### src/rtl/btn_click_decoder_if.sv
// Event handshake between the click decoder and whatever consumes its events.
//   evt_valid : head of the event FIFO holds an event
//   evt_code  : 1 = single, 2 = double, 3 = triple click; 0 when empty
//   evt_ready : consumer takes the head event when evt_valid && evt_ready
// master = decoder side, slave = consumer side.
interface btn_click_decoder_if;
  logic       evt_valid;
  logic [1:0] evt_code;
  logic       evt_ready;

  modport master (
    output evt_valid,
    output evt_code,
    input  evt_ready
  );

  modport slave (
    input  evt_valid,
    input  evt_code,
    output evt_ready
  );
endinterface

### src/rtl/btn_click_decoder.sv
// Groups debounced button presses into single/double/triple click events and
// queues them in a 4-entry FIFO for a ready/valid consumer.
//   clk            : single clock, all logic on its rising edge
//   rst_n          : synchronous active-low reset
//   btn_n          : debounced button, low pulse per accepted press
//   evt            : event handshake (master side)
//   clicks_pending : clicks counted so far in the open group
//   ovf            : sticky, an event was dropped because the FIFO was full
//
// state    | meaning
// ---------+---------------------------------------------------------
// ST_IDLE  | no open group, waiting for the first press
// ST_COUNT | group open, counting presses and idle cycles since last
module btn_click_decoder #(
  parameter logic [25:0] CLICK_WIN  = 26'd13_500_000,
  parameter int unsigned MAX_CLICKS = 3
) (
  input  logic                  clk,
  input  logic                  rst_n,
  input  logic                  btn_n,
  btn_click_decoder_if.master   evt,
  output logic [1:0]            clicks_pending,
  output logic                  ovf
);

  localparam logic [25:0] WIN_LAST = CLICK_WIN - 26'd1;
  localparam logic [1:0]  MAX_CODE = 2'(MAX_CLICKS);

  typedef enum logic {
    ST_IDLE  = 1'b0,
    ST_COUNT = 1'b1
  } state_t;

  state_t      state, state_nxt;
  logic [1:0]  count, count_nxt;
  logic [25:0] timer, timer_nxt;
  logic        btn_q;
  logic        press;
  logic [1:0]  press_count;
  logic        push;
  logic [1:0]  push_code;

  // A held-low input produces only one press: it needs the previous cycle high.
  assign press = !btn_n && btn_q;

  always_ff @(posedge clk) begin
    if (!rst_n) begin
      btn_q <= 1'b1;
      state <= ST_IDLE;
      count <= 2'd0;
      timer <= 26'd0;
    end else begin
      btn_q <= btn_n;
      state <= state_nxt;
      count <= count_nxt;
      timer <= timer_nxt;
    end
  end

  always_comb begin
    state_nxt   = state;
    count_nxt   = count;
    timer_nxt   = timer;
    push        = 1'b0;
    push_code   = 2'd0;
    // Count the group would reach if this cycle's press joins it.
    press_count = (state == ST_IDLE) ? 2'd1 : count + 2'd1;

    case (state)
      ST_IDLE: begin
        if (press) begin
          if (press_count == MAX_CODE) begin
            // MAX_CLICKS == 1: every press is a complete group.
            push      = 1'b1;
            push_code = MAX_CODE;
            count_nxt = 2'd0;
            timer_nxt = 26'd0;
          end else begin
            state_nxt = ST_COUNT;
            count_nxt = press_count;
            timer_nxt = 26'd0;
          end
        end
      end
      ST_COUNT: begin
        // A press wins over window expiry, so a press on the last window
        // cycle still joins the group.
        if (press) begin
          timer_nxt = 26'd0;
          if (press_count == MAX_CODE) begin
            push      = 1'b1;
            push_code = MAX_CODE;
            count_nxt = 2'd0;
            state_nxt = ST_IDLE;
          end else begin
            count_nxt = press_count;
          end
        end else if (timer == WIN_LAST) begin
          push      = 1'b1;
          push_code = count;
          count_nxt = 2'd0;
          timer_nxt = 26'd0;
          state_nxt = ST_IDLE;
        end else begin
          timer_nxt = timer + 26'd1;
        end
      end
      default: begin
        state_nxt = ST_IDLE;
        count_nxt = 2'd0;
        timer_nxt = 26'd0;
      end
    endcase
  end

  assign clicks_pending = count;

  // Event FIFO
  logic [1:0] fifo_mem [4];
  logic [1:0] wr_ptr, rd_ptr;
  logic [2:0] occ;
  logic       fifo_full;
  logic       pop;
  logic       do_write;

  assign fifo_full = (occ == 3'd4);
  assign pop       = evt.evt_valid && evt.evt_ready;
  // When full, a simultaneous pop frees the slot the push needs.
  assign do_write  = push && (!fifo_full || pop);

  always_ff @(posedge clk) begin
    if (!rst_n) begin
      wr_ptr <= 2'd0;
      rd_ptr <= 2'd0;
      occ    <= 3'd0;
      ovf    <= 1'b0;
    end else begin
      if (do_write) wr_ptr <= wr_ptr + 2'd1;
      if (pop)      rd_ptr <= rd_ptr + 2'd1;
      case ({do_write, pop})
        2'b10:   occ <= occ + 3'd1;
        2'b01:   occ <= occ - 3'd1;
        default: occ <= occ;
      endcase
      if (push && !do_write) ovf <= 1'b1;
    end
  end

  // Storage needs no reset: the head is masked until occupancy says it is valid.
  always_ff @(posedge clk) begin
    if (do_write) fifo_mem[wr_ptr] <= push_code;
  end

  assign evt.evt_valid = (occ != 3'd0);
  assign evt.evt_code  = evt.evt_valid ? fifo_mem[rd_ptr] : 2'd0;

endmodule
### src/flat_wrapper.sv
// flat-port wrapper written by rule: the top's interface ports become plain ports
module btn_click_decoder_flat 
#(
  parameter logic [25:0] CLICK_WIN  = 26'd13_500_000,
  parameter int unsigned MAX_CLICKS = 3
)
  (clk, rst_n, btn_n, clicks_pending, ovf, evt_evt_valid, evt_evt_code, evt_evt_ready);
  btn_click_decoder_if evt_i ();
  input  logic clk;
  input  logic rst_n;
  input  logic btn_n;
  output logic [1:0] clicks_pending;
  output logic ovf;
  output wire logic [$bits(evt_i.evt_valid)-1:0] evt_evt_valid;
  output wire logic [$bits(evt_i.evt_code)-1:0] evt_evt_code;
  input wire logic [$bits(evt_i.evt_ready)-1:0] evt_evt_ready;
  assign evt_evt_valid = evt_i.evt_valid;
  assign evt_evt_code = evt_i.evt_code;
  assign evt_i.evt_ready = evt_evt_ready;
  btn_click_decoder #(.CLICK_WIN(CLICK_WIN), .MAX_CLICKS(MAX_CLICKS)) u_core (.clk(clk), .rst_n(rst_n), .btn_n(btn_n), .evt(evt_i), .clicks_pending(clicks_pending), .ovf(ovf));
endmodule
### config.mk
export PLATFORM = sky130hd
export DESIGN_NAME = btn_click_decoder_flat
export DESIGN_NICKNAME = d
export VERILOG_FILES = /design/src/rtl/btn_click_decoder_if.sv /design/src/rtl/btn_click_decoder.sv /design/src/flat_wrapper.sv
export SDC_FILE = /design/constraint.sdc
export NUM_CORES = 1
export LEC_CHECK = 0
export BUFFER_PORTS_ARGS = -buffer_cell sky130_fd_sc_hd__buf_2
export CAP_MARGIN = 15
export CORE_MARGIN = 8
export CORE_UTILIZATION = 45
export CTS_CLUSTER_SIZE = 10
export DETAILED_ROUTE_END_ITERATION = 10
export PLACE_DENSITY = 0.66
export SLEW_MARGIN = 20
export SYNTH_ARGS = -nofsm -noshare
export SYNTH_HDL_FRONTEND = slang
export SYNTH_SLANG_ARGS = --single-unit
### constraint.sdc
create_clock -name clk -period 2.53 [get_ports clk]
set_input_delay 0.1265 -clock clk [delete_from_list [all_inputs] [get_ports clk]]
set_output_delay 0.1265 -clock clk [all_outputs]
set_load 0.005 [all_outputs]
==> flow_summary.yaml <==
status:
  status: "finished clean"
detailed_routing:
  ant_nets: 0
  viasPerCell: 5.87
  drc: 0
  via_count: 2267
  wl_um: 5890
  drt_iter0_markers: 197
  dr.pass1.iters: 5
  wl_per_cell_um: 15.3
sta:
  finalSetupViolations: 0
  finalWorstSetupSlack_ps: 171
  rsz0062_at_grt: "no"
  fin_crit_sh_pct: 93.2
  slew_headroom_pct: 49.6
  max_freq_ghz: 0.424
  hold_ws_ps: 45.7
  drv_slew: 0
  finalCriticalPeriod_ps: 2360
  fin_skew_ps: 11.8
  tns_ps: 0
  worst_slew_pin_slew_ps: 746
  hold_viol: 0
synthesis:
  yosys-top-cells-area: "dfxtp_1 31%, edfxtp_1 9.4%, nand2_1 5.1%"
  yosys_register_bits: 48
  synthDistinctLibCells: 57
  async_flop_share_pct: 0
  ys_seq_area_share_pct: 40.6
  synth_area_um2: 2560
  synth_area_leader_cell: "dfxtp_1"
  yosysTopAreaCellShare_pct: 31.3
  synthCells: 292
  synth_warnings: 0
  synth.avg_cell_area_um2: 8.77
  synth_edf_count: 8
  synth_ff_type: "dfxtp_1"
  syn_nets: 302
placed_design:
  post_dp_cell_area_um2: 2750
  gp_congestion: 0.889
  place_ws_ps: 194
  hpwl_um: 4300
  io_buffers: 9
  dpl.cell_count: 377
worst_setup_path:
  worst_setup_path_end_kind: "flop"
  start_kind: "flop"
  worstPathMaxFanout: 4
  cp_slowest_cell: "or3_1"
  reg2reg_depth: 9
  required_ps: 2780
  path_class: "reg2reg"
  crit_chain: "ha_2, and4_1, nand3_1, o31a_1, nand2_1, fa_1, or3_1, mux2i_1, mux2i_1"
  r2r_setup_slack_ps: 170
  cp_slowest_stage_delay_ps: 380
  path_common_cell: "mux2i_1"
  cp.arrival_ps: 2610
cells_and_area:
  stdcell_area_um2: 2900
  area_growth_pct: 13.2
  num_antenna_cells: 0
  postLayoutCoreUtil_pct: 52.6
  finalNonFillerCells: 386
  regArea_um2: 1040
  drive_gt1_share_pct: 18.8
  multi_input_area_um2: 1410
  nFillCells: 525
  nets: 323
pwr:
  p_leak_nw: 1.00
  power_density_nw_per_um2: 595
  internal_power_mw: 1.30
  power_mw: 1.73
  switching_share_pct: 24.4
  switchingPower_mw: 0.422
  comb_power_share_pct: 13.0
  clockPowerShare_pct: 38.8
  pwr-share-seq_pct: 48.2
  vdd_drop_max_mv: 0.306
floorplanning:
  dieHeight_um: 91.4
  dieArea_um2: 8360
  start_util_pct: 46.5
  rows: 27
  die_x_um: 91.4
  core_um2: 5510
  ios: 10
clock_tree:
  clock_sinks: 48
  clk_latency_ps: 310
  clk_path_buf_depth: 2
  cts.clk_slew.worst_paths_ps: 100
  htreeDepth: 2
  cts_buffers: 5
  cts_tree: "built"
  root_buffer: "clkbuf_8"
global_routing:
  overflow: 0
  antenna_found_initial: 0
  grtUsageMet2_pct: 23.6
  grt_pass1_vias: 2186
  globalRouteTotalUtil_pct: 14.6
  grt_pass1_wl_um: 10200
  met3_usage_pct: 3.13
  grt_max_degree: 17
  grt_util_met1_pct: 18.2
  busiest_layer: "met2"
hold_path:
  min_path_type: "in2reg"
  hold_depth: 2
job:
  cap_viol_max_count: 0
==> state kept, by name, summed over array words and instances (netlist names), named ones only <==
register / count
u_core.clicks_pending: 2
u_core.timer: 26
u_core.fifo_mem: 8
u_core.btn_q: 1
u_core.rd_ptr: 2
u_core.occ: 3
u_core.state: 1
u_core.ovf: 1
u_core.wr_ptr: 2
==> layer usage <==
layer  up-vias  routed length (um)
met5         -                   0
met3        11                 250
met4         0                 128
li1       1126                   -
met2        46                2740
met1      1084                2770
==> worst max-delay path: cells and delay by family (launching register included) <==
| family | cells | cell delay (ps) |
|---|---|---|
| AOI/OAI and AO/OA | 1 | 190 |
| muxes | 2 | 350 |
| and+or+nand+nor | 4 | 820 |
| DFF | 1 | 360 |
| adders and majority gates | 2 | 580 |
==> power groups by stage <==
stage | sequential, mW | combinational (mW) | clock, mW
global placement | 0.846 | 0.221 | 0
detailed placement | 0.848 | 0.225 | 0
global route | 0.836 | 0.256 | 0.711
floorplan | 0.838 | 0.167 | 0
CTS | 0.831 | 0.225 | 0.688
finish | 0.832 | 0.224 | 0.670
==> cells in the mapped netlist, drive strengths merged (2+ instances only) <==
| cell type | count |
|---|---|
| a21o | 3 |
| a21oi | 20 |
| a31o | 2 |
| a31oi | 9 |
| a32oi | 2 |
| a41oi | 2 |
| and3 | 6 |
| and4 | 4 |
| buf | 5 |
| clkbuf | 7 |
| dfxtp | 40 |
| edfxtp | 8 |
| ha | 5 |
| inv | 11 |
| mux2i | 6 |
| mux4 | 2 |
| nand2 | 35 |
| nand2b | 4 |
| nand3 | 18 |
| nand4 | 6 |
| nor2 | 17 |
| nor2b | 4 |
| nor3 | 13 |
| nor4 | 5 |
| nor4b | 3 |
| nor4bb | 2 |
| o211ai | 4 |
| o21ai | 18 |
| o31a | 3 |
| or3 | 4 |
| or4 | 4 |
| or4b | 3 |
| xor2 | 4 |
==> logic make-up (layout without fill, tap and decap cells) <==
| family | count (synthesis) | in the layout | share of synthesized area [%] |
|---|---|---|---|
| compound gates | 68 | 68 | 17.0 |
| xor+xnor | 5 | 5 | 1.71 |
| fa+ha+maj | 6 | 6 | 3.22 |
| buf+inv | 24 | 46 | 4.49 |
| flops | 48 | 48 | 40.6 |
| mux | 9 | 9 | 4.54 |
| simple gates | 132 | 132 | 28.4 |
==> cells in the final DEF (no fill, tap or decap), types with 3 or more instances in the layout <==
master / n
a21oi_1: 20
nor4b_1: 3
xor2_1: 4
a31oi_1: 9
and4_1: 3
nand3_1: 18
o21ai_0: 16
mux2i_1: 6
nor3_1: 12
nor4_1: 4
and3_1: 5
buf_2: 9
ha_1: 4
nand2b_1: 4
o211ai_1: 3
nand2_1: 35
a21o_1: 3
buf_4: 17
edfxtp_1: 8
nor2_1: 17
nor2b_1: 4
inv_1: 11
nand4_1: 6
dfxtp_1: 40
clkbuf_8: 5
==> area by class of cell <==
class | count | share of cell area (%)
clock buffer | 5 | 2.37
clock inverter | 3 | 2.37
inverter | 12 | 1.55
multi-input combinational | 220 | 48.7
sequential | 48 | 35.9
tap | 72 | 3.11
timing repair buffer | 26 | 5.96
==> path summary, 6_finish.rpt <==
path	start	end
max	u_core.timer[0]$_SDFFE_PN0P_	u_core.occ[2]$_SDFFE_PN0P_
min	btn_n	u_core.btn_q$_SDFF_PN1_
min reg2reg	u_core.ovf$_SDFFE_PN0P_	u_core.ovf$_SDFFE_PN0P_
max reg2reg	u_core.timer[0]$_SDFFE_PN0P_	u_core.occ[2]$_SDFFE_PN0P_
==> what timing repair did <==
action | 4_1_cts | 5_1_grt
buffers inserted | 0 | 1
endpoints found under the setup margin | 0 | 1
hold buffers | 0 | 0
resized for setup | 0 | 1
No activity file was read; power rests on OpenSTA's default activity.
